`config.mk`:
```
export PLATFORM = sky130hd
export DESIGN_NAME = load_store_unit
export DESIGN_NICKNAME = d
export VERILOG_FILES = /design/src/rtl/load_store_unit.sv
export SDC_FILE = /design/constraint.sdc
export NUM_CORES = 1
export LEC_CHECK = 0
export ABC_CLOCK_PERIOD_IN_PS = 2150
export BUFFER_PORTS_ARGS = -buffer_cell sky130_fd_sc_hd__clkbuf_2
export CAP_MARGIN = 20
export CORE_MARGIN = 5
export CORE_UTILIZATION = 49
export DETAILED_ROUTE_END_ITERATION = 16
export PLACE_DENSITY = 0.84
export SLEW_MARGIN = 20
export SYNTH_ARGS = -nofsm -noshare
export SYNTH_HDL_FRONTEND = slang
export SYNTH_SLANG_ARGS = --single-unit
export TNS_END_PERCENT = 100
```
`constraint.sdc`:
```
create_clock -name clk -period 2.15 [get_ports clk]
set_input_delay 0.3225 -clock clk [delete_from_list [all_inputs] [get_ports clk]]
set_output_delay 0.3225 -clock clk [all_outputs]
set_load 0.01 [all_outputs]
```
`src/rtl/load_store_unit.sv`:
```
// Memory-access stage: performs lw/sh/sb/... against a word-wide data memory over a
// request/acknowledge handshake. It builds byte enables and lane-replicated write data for
// stores, aligns and sign-extends sub-word loads, and stalls the pipeline while busy.
//
// Ports:
//   clk, rst_n        clock, asynchronous active-low reset
//   start             access request this cycle
//   write             1 = store, 0 = load
//   size              00 word, 01 half, 10 byte, 11 word
//   addr              effective byte address
//   write_data        right-justified store data
//   busy              stall request to the pipeline (combinational)
//   done              one-cycle completion pulse
//   read_data         aligned, sign-extended load result (registered)
//   misalign_err      valid with done; access was misaligned
//   mem_req/mem_we    memory request / write enable
//   mem_addr          word address
//   mem_byte_en       byte-lane enables
//   mem_wdata         lane-positioned write data
//   mem_rdata/mem_ack memory read data / completion
module load_store_unit (
  input  logic        clk,
  input  logic        rst_n,
  input  logic        start,
  input  logic        write,
  input  logic [1:0]  size,
  input  logic [31:0] addr,
  input  logic [31:0] write_data,
  output logic        busy,
  output logic        done,
  output logic [31:0] read_data,
  output logic        misalign_err,
  output logic        mem_req,
  output logic        mem_we,
  output logic [31:0] mem_addr,
  output logic [3:0]  mem_byte_en,
  output logic [31:0] mem_wdata,
  input  logic [31:0] mem_rdata,
  input  logic        mem_ack
);

  typedef enum logic [1:0] {StIdle, StReq, StDone} state_e;

  state_e      state_q, state_d;
  logic        mem_req_q, mem_req_d;
  logic        mem_we_q, mem_we_d;
  logic [31:0] mem_addr_q, mem_addr_d;
  logic [3:0]  mem_byte_en_q, mem_byte_en_d;
  logic [31:0] mem_wdata_q, mem_wdata_d;
  logic [31:0] read_data_q, read_data_d;
  logic        misalign_q, misalign_d;
  logic [1:0]  size_q, size_d;
  logic [1:0]  off_q, off_d;

  // Decode of the incoming request.
  logic        is_word, is_half, is_byte;
  logic        misaligned;
  logic [3:0]  req_byte_en;
  logic [31:0] req_wdata;

  always_comb begin
    is_word    = (size == 2'b00) || (size == 2'b11);
    is_half    = (size == 2'b01);
    is_byte    = (size == 2'b10);
    misaligned = (is_word && (addr[1:0] != 2'b00)) || (is_half && addr[0]);
    req_byte_en = 4'b1111;
    req_wdata   = write_data;
    if (is_half) begin
      req_byte_en = addr[1] ? 4'b1100 : 4'b0011;
      req_wdata   = {2{write_data[15:0]}};
    end else if (is_byte) begin
      req_byte_en = 4'b0001 << addr[1:0];
      req_wdata   = {4{write_data[7:0]}};
    end
  end

  // Load alignment: shift the addressed lane down to bit 0, then sign-extend.
  logic [31:0] shifted;
  logic [31:0] load_val;

  always_comb begin
    shifted  = mem_rdata >> {off_q, 3'b000};
    load_val = mem_rdata;
    case (size_q)
      2'b10:   load_val = {{24{shifted[7]}}, shifted[7:0]};
      2'b01:   load_val = {{16{shifted[15]}}, shifted[15:0]};
      default: load_val = mem_rdata;
    endcase
  end

  always_comb begin
    state_d       = state_q;
    mem_req_d     = mem_req_q;
    mem_we_d      = mem_we_q;
    mem_addr_d    = mem_addr_q;
    mem_byte_en_d = mem_byte_en_q;
    mem_wdata_d   = mem_wdata_q;
    read_data_d   = read_data_q;
    misalign_d    = misalign_q;
    size_d        = size_q;
    off_d         = off_q;
    unique case (state_q)
      StIdle, StDone: begin
        state_d = StIdle;
        if (start) begin
          if (misaligned) begin
            // Complete immediately without touching memory.
            state_d     = StDone;
            read_data_d = 32'h0;
            misalign_d  = 1'b1;
          end else begin
            state_d       = StReq;
            mem_req_d     = 1'b1;
            mem_we_d      = write;
            mem_addr_d    = {addr[31:2], 2'b00};
            mem_byte_en_d = req_byte_en;
            mem_wdata_d   = req_wdata;
            size_d        = size;
            off_d         = addr[1:0];
          end
        end
      end
      StReq: begin
        if (mem_ack) begin
          state_d       = StDone;
          mem_req_d     = 1'b0;
          mem_we_d      = 1'b0;
          mem_addr_d    = 32'h0;
          mem_byte_en_d = 4'h0;
          mem_wdata_d   = 32'h0;
          read_data_d   = mem_we_q ? 32'h0 : load_val;
          misalign_d    = 1'b0;
        end
      end
      default: state_d = StIdle;
    endcase
  end

  always_ff @(posedge clk or negedge rst_n) begin
    if (!rst_n) begin
      state_q       <= StIdle;
      mem_req_q     <= 1'b0;
      mem_we_q      <= 1'b0;
      mem_addr_q    <= 32'h0;
      mem_byte_en_q <= 4'h0;
      mem_wdata_q   <= 32'h0;
      read_data_q   <= 32'h0;
      misalign_q    <= 1'b0;
      size_q        <= 2'b00;
      off_q         <= 2'b00;
    end else begin
      state_q       <= state_d;
      mem_req_q     <= mem_req_d;
      mem_we_q      <= mem_we_d;
      mem_addr_q    <= mem_addr_d;
      mem_byte_en_q <= mem_byte_en_d;
      mem_wdata_q   <= mem_wdata_d;
      read_data_q   <= read_data_d;
      misalign_q    <= misalign_d;
      size_q        <= size_d;
      off_q         <= off_d;
    end
  end

  assign busy         = (start && (state_q != StReq)) || (state_q == StReq);
  assign done         = (state_q == StDone);
  assign read_data    = read_data_q;
  assign misalign_err = misalign_q;
  assign mem_req      = mem_req_q;
  assign mem_we       = mem_we_q;
  assign mem_addr     = mem_addr_q;
  assign mem_byte_en  = mem_byte_en_q;
  assign mem_wdata    = mem_wdata_q;

endmodule

```
==> impl_results.md, run 1 <==
* GRT Resource Usage Total at 23.5%
* Lkg Pwr at 3.58 nW
* Required time worst endpoint at 2.39 ns
* Non-filler cells, final at 881
* Die area at 0.0127 sq mm
* Clock Latency Late Sink at 0.37 ns
* RSZ-0062 raised after global routing: false
* Post-layout min period at 1.83 ns
* Num rows at 37
* Crit end category: register
* Final Max Slew Viols at 0
* Avg Cell Area, Syn at 9.46 sq um
* Final WL at 15000 um
* CTS tree: done
* Crit path launch type: register
* Clock-pin slew on the worst setup and hold paths at 0.10 ns
* Critical Path AT at 2.07 ns
* Gp weighted congestion at 0.897
* Vias in the first global route at 4748
* GR met1 Demand/Resource at 31.7%
* Port Buffers at 205
* Worst slew margin at 52.5%
* I/O Pins at 208
* Worst setup path class: reg2reg
* Flops & latches, synth at 107
* Max Cap Violations at 0
* Worst r2r path cells at 5
* Clk sinks at 107
* Total CTS buffers at 9
* Initial Util at 50.1%
* Placed Area at 0.00639 sq mm
* Design Area, Final at 0.00658 sq mm
* Post-route DRC violation count at 0
* Fin crit share at 85.0%
* Clock power frac at 17.9%
* Dpl cells at 866
* Hold slack at 0.135 ns
* Nets at 850
* HPWL after DPL at 11300 um
* Setup TNS at 0 ns
* # fillers at 856
* Largest net degree at the start of global routing at 96
* Psw at 2.48 mW
* Setup repair bufs after CTS at 0
* Sequential fraction of the synthesis area at 51.8%
* GRT met2 Usage at 36.9%
* Setup WS pre-CTS at 0.0293 ns
* Crit path setup slack, layout at 0.322 ns
* Synth cell types at 35
* Antenna Nets Post-Route at 0
* Fmax at 547 MHz
* Switching Share at 37.2%
* Fin. Hold Viols at 0
* Final setup vio count at 0
* Fin util at 63.7%
* Most area-consuming cells after synthesis: dfrtp_1 52%, nand2_1 8.0%, mux2i_1 7.5%
* Vias post-DR at 4792
* Area leader, netlist: dfrtp_1
* Initial detailed-routing violation count at 312
* Tightest Pin Transition at 0.712 ns
* Hold Path Depth at 3
* Via/cell ratio at 5.44
* Crit path max fanout at 95
* Yosys warns at 0
* Worst Clk Skew at 0.0192 ns
* Die H at 113 um
* WL per Instance at 17.0 um
* CTS resizes at 0
* Tot Pwr at 6.65 mW
* Initial antenna violation count at 0
* Share of power burned in combinational logic at 37.3%
* Gr ovfl total at 0
* First-pass DRT Iterations at 5
* Outcome: complete, no violations
* Area growth, synth to finish at 27.1%
* Top-area cell type share of the netlist area at 51.8%
* Worst min path class: in2reg
* Root Buffer: clkbuf_8
* Chip Width at 113 um
* Peak VDD IR at 0.461 mV
* Int Pwr at 4.18 mW
* Diode count at 0
* Area of the core at 0.0103 sq mm
* CTS max path bufs at 2
* Mapped cell area at 0.00517 sq mm
* Layout cell share with drive strength beyond 1 at 32.8%
* Met3 Usage GRT at 6.10%
* Global-route wire length before repair at 24300 um
* Grt peak-use layer: met2
* PD cells at 1010 mW/mm^2
* Flop pwr share at 44.8%
* CTS H-tree depth at 3
* Post-Syn Instances at 547
-- final timing paths --
kind,slack (ns),start,endpoint
worst max-delay path,0.32,state_q[0],mem_wdata[28]
worst min-delay path,0.14,addr[5],mem_addr[5]
worst max register to register,0.32,state_q[0],mem_wdata[28]
worst min register to register,0.50,mem_req,mem_req
max in group asynchronous,1.10,rst_n,read_data[3]
min in group asynchronous,0.43,rst_n,mem_wdata[17]
-- power by group through the flow --
| stage | Combinational (mW) | Clock (mW) | Sequential [mW] |
|---|---|---|---|
| 2_1_floorplan | 1.19 | 0 | 3.20 |
| 3_3_place_gp | 2.43 | 0 | 2.99 |
| 3_5_place_dp | 2.51 | 0 | 3.00 |
| 4_1_cts | 2.51 | 1.23 | 2.98 |
| 5_1_grt | 2.76 | 1.31 | 3.05 |
| 6_report | 2.48 | 1.19 | 2.98 |
-- sequential cells by signal (all words and copies together) (netlist names) --
| register | count |
|---|---|
| mem_byte_en | 4 |
| mem_addr | 30 |
| state_q | 2 |
| mem_we | 1 |
| mem_wdata | 32 |
| read_data | 32 |
| off_q | 2 |
| misalign_err | 1 |
| mem_req | 1 |
| size_q | 2 |
-- logic make-up (layout without fill, tap and decap cells) --
group / count (synthesis) / in the layout / synth area share (%)
other: 1 / 2 / 0.0725
and+or+nand+nor: 236 / 236 / 21.1
buffers and inverters: 52 / 249 / 4.62
muxes: 41 / 41 / 8.27
DFF: 107 / 107 / 51.8
AOI/OAI and AO/OA: 105 / 105 / 13.0
adders and majority gates: 5 / 5 / 1.21
-- routing by layer --
metal | up-vias | wire length (um)
met1 | 2248 | 6260
met3 | 37 | 1210
met5 | - | 0
met2 | 227 | 7090
li1 | 2280 | -
met4 | 0 | 427
-- placed cells by master (no fill, tap or decap), types with 2 or more instances in the layout --
master      n
nand3_1    74
dfrtp_1   107
a21oi_1    17
inv_1       9
a22oi_1    15
buf_12      5
nand2b_1   21
a22o_1     17
ha_1        5
clkinv_2    2
mux2i_1    39
clkbuf_8    9
and2_1      2
nand3b_1    8
buf_4      15
nor2_1     15
conb_1      2
clkbuf_2  204
nand2_1   110
o21ai_0    49
o21ai_1     2
-- repair_timing --
item	4_1_cts	5_1_grt
hold buffers	1	0
hold endpoints to repair	28	0
endpoints found under the setup margin	0	0
-- cell type report --
| type | count | area, sq um | area share, % |
|---|---|---|---|
| inverter | 10 | 37.5 | 0.571 |
| timing repair buffer | 225 | 1240 | 18.9 |
| clock inverter | 5 | 56.3 | 0.856 |
| tap | 136 | 170 | 2.59 |
| sequential | 107 | 2680 | 40.7 |
| clock buffer | 9 | 124 | 1.88 |
| multi-input combinational | 389 | 2270 | 34.5 |
-- synthesized netlist by cell type --
| master | count |
|---|---|
| nand2_1 | 110 |
| mux4_2 | 1 |
| mux2i_1 | 39 |
| buf_6 | 3 |
| buf_1 | 1 |
| nor3_2 | 1 |
| nor3_1 | 1 |
| clkbuf_1 | 27 |
| a21oi_1 | 17 |
| buf_4 | 3 |
| o21a_1 | 1 |
| clkinv_1 | 1 |
| a311oi_4 | 1 |
| mux2_4 | 1 |
| a22o_1 | 17 |
| nand2b_1 | 21 |
| nand4bb_1 | 1 |
| nand3b_1 | 8 |
| buf_2 | 8 |
| a22oi_1 | 15 |
| and4b_1 | 1 |
| or3_1 | 1 |
| conb_1 | 1 |
| inv_1 | 9 |
| o21ai_0 | 49 |
| nand3_1 | 74 |
| o22a_1 | 1 |
| nor2_1 | 15 |
| o21ai_1 | 2 |
| and2_1 | 2 |
| ha_1 | 5 |
| nor2b_1 | 1 |
| dfrtp_1 | 107 |
| a21oi_4 | 1 |
| a32o_1 | 1 |
-- critical path, cell delays in order, from the launching register on --
cell and delay (ns):
dfrtp_1 0.45, nand2b_1 0.23, or3_2 0.54, buf_12 0.24, nand3_1 0.13, o21ai_0 0.10
Note: power is estimated with default switching activity, not from simulation.
==> run 2: changes to the inputs <==
PLACE_DENSITY = 0.83   (was 0.84)
==> impl_results.md, run 2 (same netlist as run 1, synthesis figures left out) <==
* Dpl cells at 863 (-0.35%)
* Vias post-DR at 4790 (-0.042%)
* Worst min path class: in2reg
* Layout cell share with drive strength beyond 1 at 32.6% (-0.14 points)
* CTS tree: done
* Crit path max fanout at 95 (unchanged)
* Fin crit share at 86.2% (+1.2 points)
* Via/cell ratio at 5.46 (+0.30%)
* Peak VDD IR at 0.496 mV (+7.7%)
* Post-route DRC violation count at 0 (unchanged)
* Worst setup path class: reg2reg
* Initial detailed-routing violation count at 297 (-4.8%)
* Clock Latency Late Sink at 0.37 ns (about the same)
* Fin. Hold Viols at 0 (unchanged)
* Worst r2r path cells at 5 (unchanged)
* Lkg Pwr at 3.55 nW (-0.87%)
* Initial antenna violation count at 0 (unchanged)
* Post-layout min period at 1.85 ns (+0.0256 ns)
* Worst Hold Path EP: mem_addr[7]
* I/O Pins at 208 (unchanged)
* Max Cap Violations at 0 (unchanged)
* Final setup vio count at 0 (unchanged)
* Total CTS buffers at 9 (unchanged)
* Crit path setup slack, layout at 0.296 ns (-0.0256 ns)
* Worst slew margin at 53.1% (+0.55 points)
* Root Buffer: clkbuf_8
* Leading cell type in the layout, fill and taps excluded: clkbuf_2
* Area occupied by multi-input gates at 0.00227 sq mm (+0.11%)
* Delay-heaviest family, CP: simple AND/OR/NAND/NOR gates
* Critical-path top delay cell: or3_2
* RSZ-0062 raised after global routing: false
* Final Max Slew Viols at 0 (unchanged)
* Critical Path AT at 2.09 ns (+0.02 ns)
* Register Area at 0.00268 sq mm (unchanged)
* PD cells at 1010 mW/mm^2 (-0.32%)
* Fmax at 539 MHz (-1.4%)
* Required time worst endpoint at 2.39 ns (about the same)
* CTS max path bufs at 2 (unchanged)
* Non-filler cells, final at 878 (-0.34%)
* Gr ovfl total at 0 (unchanged)
* # fillers at 877 (+2.5%)
* Global-route wire length before repair at 24500 um (+0.91%)
* Initial Util at 50.1% (unchanged)
* Crit path launch type: register
* Gp weighted congestion at 0.878 (-2.1%)
* Setup TNS at 0 ns (unchanged)
* Largest net degree at the start of global routing at 96 (unchanged)
* Clk sinks at 107 (unchanged)
* Port Buffers at 205 (unchanged)
* Die H at 113 um (unchanged)
* Hold path start: addr[7]
* Crit end category: register
* Highest-count cells in the layout ignoring fill and taps: 204 x clkbuf_2, 110 x nand2_1, 107 x dfrtp_1
* Clock-pin slew on the worst setup and hold paths at 0.10 ns (about the same)
* Tightest Pin Transition at 0.704 ns (-0.00826 ns)
* Num rows at 37 (unchanged)
* Hold Path Depth at 3 (unchanged)
* Final WL at 15200 um (+1.2%)
* HPWL after DPL at 11300 um (+0.39%)
* Diode count at 0 (unchanged)
* Antenna Nets Post-Route at 0 (unchanged)
* WP depth at 5 (unchanged)
* GRT Resource Usage Total at 24.0% (+0.46 points)
* Outcome: complete, no violations
* First-pass DRT Iterations at 5 (unchanged)
* Setup WS pre-CTS at 0.0190 ns (-0.0103 ns)
* Worst reg-to-reg setup slack at 0.30 ns (-0.03 ns)
* Chip Width at 113 um (unchanged)
* Area growth, synth to finish at 26.2%
* Worst path max stage delay at 0.55 ns (about the same)
* Buf+Inv Stages, Crit Path at 1 (unchanged)
* R2R Path End: mem_wdata[16]
* FF-to-FF Start: state_q[0]
* Worst Clk Skew at 0.0127 ns (-0.00655 ns)
* Setup repair bufs after CTS at 0 (unchanged)
* Nets at 847 (-0.35%)
* WL per Instance at 17.3 um (+1.5%)
* Crit-path cells: nand2b_1 -> or3_2 -> buf_12 -> nand3_1 -> o21ai_0
* CTS H-tree depth at 3 (unchanged)
* Die area at 0.0127 sq mm (unchanged)
* Tot Pwr at 6.58 mW (-1.0%)
* Area of the core at 0.0103 sq mm (unchanged)
* Vias in the first global route at 4778 (+0.63%)
run 2: cell count changes in the layout (fill, tap and decap cells not counted):
cell        delta
nor2_2         +1
clkinvlp_4     +1
clkinv_2       -1
clkbuf_8       +1
nor2_1         -1
bufinv_16      -1
buf_4          -2
buf_12         -1
run 2: area by class of cell:
| class | instances | area share [%] |
|---|---|---|
| Inverter | 10 | 0.575 |
| Timing Repair Buffer | 222 | 18.5 |
| Sequential cell | 107 | 41.0 |
| Tap cell | 136 | 2.61 |
| Clock buffer | 10 | 2.11 |
| Clock inverter | 4 | 0.441 |
| Multi-Input combinational cell | 389 | 34.8 |
run 2: report_power, final:
part	total (mW)	switching (mW)	internal (mW)
registers	2.97	0.384	2.59
logic	2.49	1.44	1.05
clock network	1.12	0.675	0.441
total	6.58	2.50	4.08
run 2: worst min-delay path, stage by stage:
cell      delay [ns]
clkbuf_2        0.08
nand2_1         0.04
nand2_1         0.04
run 2: timing repair:
action,in CTS,in global routing
resized for setup,0,1
endpoints found under the hold margin,31,0
hold buffers,1,0
setup endpoints to repair,0,15
run 2: how the worst max path moves through the flow:
| stage | startpoint | to | slack [ns] |
|---|---|---|---|
| final | state_q[0] | mem_wdata[16] | 0.30 |
| after global routing | mem_we | read_data[11] | 0.08 |
| after CTS | mem_we | read_data[7] | 0.05 |
| after detailed placement | size[0] | mem_wdata[16] | 0.02 |
| after global placement | size[0] | mem_byte_en[1] | 0.11 |
| after floorplan | size[0] | mem_addr[24] | 0.30 |
run 2: layer usage:
| layer | GRT usage (%) | vias up | part of all wire (%) |
|---|---|---|---|
| li1 | - | 2260 | - |
| met1 | 31.5 | 2291 | 41 |
| met2 | 39.0 | 210 | 49 |
| met3 | 5.19 | 29 | 7.6 |
| met4 | 9.21 | 0 | 2.5 |
| met5 | 0 | - | 0 |
run 2: metrics by stage:
stage / hold WS [ns] / instance area [sq um] / util [%]
after floorplan: 0.0269 / 5180 / -
after detailed placement: 0.308 / 6350 / 61.5
after CTS: 0.120 / 6530 / 63.2
after global routing: 0.129 / 6530 / 63.3
final: 0.142 / 6530 / 63.3
after global placement: 0.299 / 6350 / 61.5
